[src/rtl/pair_seq_checker_sat_counter.sv]
// Saturating up-counter with synchronous clear.
// clr wins over inc.
module sat_counter #(
    parameter int CNT_W = 8
) (
    input  logic             clk,
    input  logic             rst_n,
    input  logic             clr,
    input  logic             inc,
    output logic [CNT_W-1:0] cnt
);

    localparam logic [CNT_W-1:0] MAX = {CNT_W{1'b1}};

    logic [CNT_W-1:0] cnt_q;
    logic [CNT_W-1:0] cnt_d;

    always_comb begin
        cnt_d = cnt_q;
        if (clr) begin
            cnt_d = '0;
        end else if (inc && (cnt_q != MAX)) begin
            cnt_d = cnt_q + 1'b1;
        end
    end

    always_ff @(posedge clk or negedge rst_n) begin
        if (!rst_n) begin
            cnt_q <= '0;
        end else begin
            cnt_q <= cnt_d;
        end
    end

    assign cnt = cnt_q;

endmodule

[config.mk]
export PLATFORM = sky130hd
export DESIGN_NAME = sat_counter
export DESIGN_NICKNAME = d
export VERILOG_FILES = /design/src/rtl/pair_seq_checker_sat_counter.sv
export SDC_FILE = /design/constraint.sdc
export NUM_CORES = 1
export LEC_CHECK = 0
export CAP_MARGIN = 10
export CORE_AREA = 2 2 39 41
export CTS_BUF_LIST = sky130_fd_sc_hd__clkbuf_8
export DETAILED_ROUTE_END_ITERATION = 8
export DIE_AREA = 0 0 41 43
export PLACE_DENSITY = 0.64
export SLEW_MARGIN = 40
export SYNTH_ARGS = -nofsm -noshare
export SYNTH_HDL_FRONTEND = slang
export SYNTH_SLANG_ARGS = --single-unit
export TNS_END_PERCENT = 100
[constraint.sdc]
create_clock -name clk -period 2.1 [get_ports clk]
set_input_delay 0.42 -clock clk [delete_from_list [all_inputs] [get_ports clk]]
set_output_delay 0.42 -clock clk [all_outputs]
set_load 0.01 [all_outputs]
# Word level (Yosys, flattened, before mapping)
# Index checks and enable logic that the tools add are counted.
# W data, S select, Z words.
totals:
  output_inout_bits: 8
  wordCells: 7
  inputBits: 4
  register_bits: 8
classes:
  n_addsub: 1
  n_mux: 2
  eq_ne: 1
  n_reduce_logical: 2
ops:
  columns: ["operator", "count"]
  rows:
  - ["$mux W8", 2]
  - ["$add A8 B1 Y8 const B", 1]
  - ["$ne A8 B8 Y1 const B", 1]
  - ["$reduce_bool A2 Y1", 1]
  - ["$logic_and A1 B1 Y1", 1]

# Longest topological paths before layout
depth:
  word_depth: 4
  mapped_depth: 4
  depth_no_buf: 4

# Least setup slack after synthesis
# Ideal clock, no wire load.
synth_path:
  kind: "reg-to-reg"
  start: "register cnt_q[0], in the netlist cnt[0]"
  end: "register cnt_q[0], in the netlist cnt[0]"
  period_less_slack_ps: 1634
  arrival_ps: 1509
  n_path_buf: 0
  setup_time_ps: 125
  t_required_ps: 1975
  path_stages_with_launch: 5
  path_slack_ps: 466
  cell_sequence: "dfrtp_1 ha_1 and4_2 a21boi_1 mux2_2"
synth_via:
  elab_chain_len: 3
  elab_cells_between_ends: 6
  cone_classes: "1 x add/sub; 1 x eq/ne; 2 x mux; 2 x reduce/logical"
synth_lines:
  columns: ["item", "line", "source"]
  rows:
  - ["start: declaration", "15", "logic [CNT_W-1:0] cnt_q;"]
  - ["start signal: assignment", "31", "cnt_q <= cnt_d;"]
  - ["$add A8 B1 Y8 / $ne A8 B8 Y1 (equally long branches)", "23, 22", null]
  - ["$mux W8 / $logic_and A1 B1 Y1 (equally long branches)", "22", "end else if (inc && (cnt_q != MAX)) begin"]
  - ["$mux W8 / $reduce_bool A2 Y1 (equally long branches)", null, null]
# Several ways; a longest one is shown, not always the timed one. The select of a mux whose other input is x is not followed.
# A chain may end at the register's enable or synchronous reset.

# Final worst setup path
# Same ends and word-level chain as after synthesis.

==> results.tsv <==
stage	metric	value	unit
drt	first_iter_violations	6	
clocking	clockRootBuffer	clkbuf_8	
sta	slew_headroom	75.8	%
drt	via_per_inst	5.44	
sta	worst_slack	0.391	ns
clocking	clock_path_buffers	2	
setup_path	worst_path_largest_cell_delay	0.42	ns
grt	grt_usage	16.4	%
grt	grt_pass1_wl	1840	microns
sta	slew_violations	0	
sta	finalSetupTns	0	ns
power_and_ir_drop	p_leak	0.251	nW
sta	rsz0062_at_grt	no	
sta	fin_crit_sh	81.4	%
synth	syn_inst	49	
setup_path	cp_max_fo	7	
clocking	cts_tree	yes	
setup_path	crit_required	2.21	ns
setup_path	worstSetupEndpointType	flop	
clocking	numCtsBuffers	3	
clocking	holdBufCountCts	0	
floorplan	initial_core_util	33.5	%
drt	wirelength	1030	microns
layout	largest_reg_flops	8	
floorplan	die_w	41	microns
power_and_ir_drop	power.density	615	nW/um^2
grt	grt-ovfl-total	0	
layout	drive_gt1_share	12.9	%
setup_path	crit_slowest_cell	dfrtp_1	
grt	grt_pass1_vias	422	
floorplan	fp-row-count	14	
setup_path	start_kind	flop	
synth	synthMostInstantiatedCell	dfrtp_1	
synth	ys.flop_type	dfrtp_1	
sta	setup-violations-final	0	
synth	yosysSeqAreaShare	43.1	%
setup_path	arrival	1.82	ns
placement	gp_congestion	0.693	
floorplan	die_y	43	microns
clocking	cts.sinks	8	
synth	syn_avg_cell_area	9.47	sq um
synth	synth-edff-count	0	
synth	yosys_register_bits	8	
layout	fin_nets	69	
power_and_ir_drop	ir_worst_vdd	0.000306	V
synth	ys_top_cells_by_count	dfrtp_1 (8), nor3_1 (4), a21oi_1 (3), nand2b_1 (3), nor2b_1 (3)	
synth	syn-num-nets	54	
run_status	outcome	finished, final reports clean	
layout	fill_cells	153	
synth	yosys_warnings	0	
sta	hold_ws	0.475	ns
synth	ys_types	28	
drt	drc	0	
layout	num_antenna_cells	0	
setup_path	crit_type	flop to flop	
clocking	clock_latency	0.23	ns
clocking	post-cts-setup-buffers	0	
floorplan	ios	12	
flow_run	drv_cap	0	
clocking	clkSlewWorstSetupHoldPaths	0.04	ns
sta	fin_crit	1.71	ns
floorplan	die_area	1760	sq um
clocking	post_cts_resized	0	
worst_hold_path	min_path_type	input port to asynchronous set/reset pin	
drt	antenna_left	0	
synth	synthArstFlopShare	100	%
sta	tightest_slew	0.354	ns
placement	hpwl	731	microns
grt	antenna_found_initial	0	
floorplan	core-area	1380	sq um
synth	synth_top_area_cell	dfrtp_1	
synth	yosys-top-cells-area	dfrtp_1 (43%), mux2_2 (4.9%), nor3_1 (4.3%)	
sta	hold_viol	0	
synth	synth_top_area_share	43.1	%
sta	clock_skew	0.00432	ns
grt	grt_max_degree	12	
layout	area_growth	36.7	%
setup_path	cp_cell_sequence	ha_1 -> and4_2 -> a21boi_1 -> mux2_2	
clocking	htree_levels	1	
sta	fmax	585	MHz
placement	io_buffers	11	
placement	pre_cts_slack	0.369	ns
drt	first_pass_iters	4	
drt	via_count	424	
synth	syn_area	464	sq um
drt	wl_per_cell	13.2	microns
==> layout by cell type (no fill, tap or decap), drive strengths merged, types with 2 or more instances in the layout <==
master,n
inv,2
nand2b,3
nor3,4
mux2,2
nand2,2
nand3,3
a21oi,3
clkbuf,3
nor2,2
dfrtp,8
nor2b,3
clkdlybuf4s50,11
and4,2
==> per-stage QoR <==
stage	cell area [sq um]	std cells	total power [mW]	utilization, %
after floorplan	464	49	0.183	-
after global placement	593	75	0.203	42.9
after detailed placement	593	75	0.203	42.9
after CTS	634	78	0.393	45.8
after global routing	634	78	0.407	45.8
final	634	78	0.390	45.8
==> final timing paths <==
path | start | to | slack [ns] | depth (start not counted)
setup / recovery | cnt[0] | cnt[0] | 0.39 | 4
hold / removal | rst_n | cnt[4] | 0.48 | 1
setup reg to reg | cnt[0] | cnt[0] | 0.39 | 4
hold reg to reg | cnt[7] | cnt[7] | 0.58 | 2
max in group asynchronous | rst_n | cnt[1] | 1.35 | 1
min in group clk | cnt[7] | cnt[7] | 0.58 | 2
==> worst max-delay path, delay by kind of cell, from the launching register on <==
kind            cells  cell delay (ns)
mux                 1             0.36
compound gates      1             0.22
flops               1             0.42
fa+ha+maj           1             0.30
simple gates        1             0.29
==> final cells by class <==
class	count	area [sq um]	area share, %
Tap cell	16	20.0	3.16
Clock buffer	3	41.3	6.51
Multi-Input combinational cell	37	248	39.1
Inverter	2	7.51	1.18
Sequential cell	8	200	31.6
Timing Repair Buffer	12	118	18.5
==> report_power, final <==
part / switching [mW] / internal [mW] / leakage, nW / total [mW]
sequential: 0.00551 / 0.159 / 0.110 / 0.164
combinational: 0.0172 / 0.0197 / 0.119 / 0.0368
clock: 0.0645 / 0.125 / 0.0216 / 0.189
total: 0.0872 / 0.303 / 0.251 / 0.390
==> kinds of logic (layout without fill, tap and decap cells) <==
group / after synthesis / in the layout / share of synthesized area [%]
compound gates: 9 / 9 / 12.7
flops: 8 / 8 / 43.1
buf+inv: 4 / 17 / 3.50
fa+ha+maj: 1 / 1 / 2.69
simple gates: 24 / 24 / 31.0
mux: 3 / 3 / 7.01
==> layer usage <==
metal	vias up	track usage, %	routed length (microns)	share of wire (%)
li1	208	-	-	-
met1	201	22.0	498	48
met2	11	21.3	455	44
met3	4	3.14	41	4.0
met4	0	14.0	36	3.5
met5	-	0	0	0
Note: power is estimated with default switching activity, not from simulation.
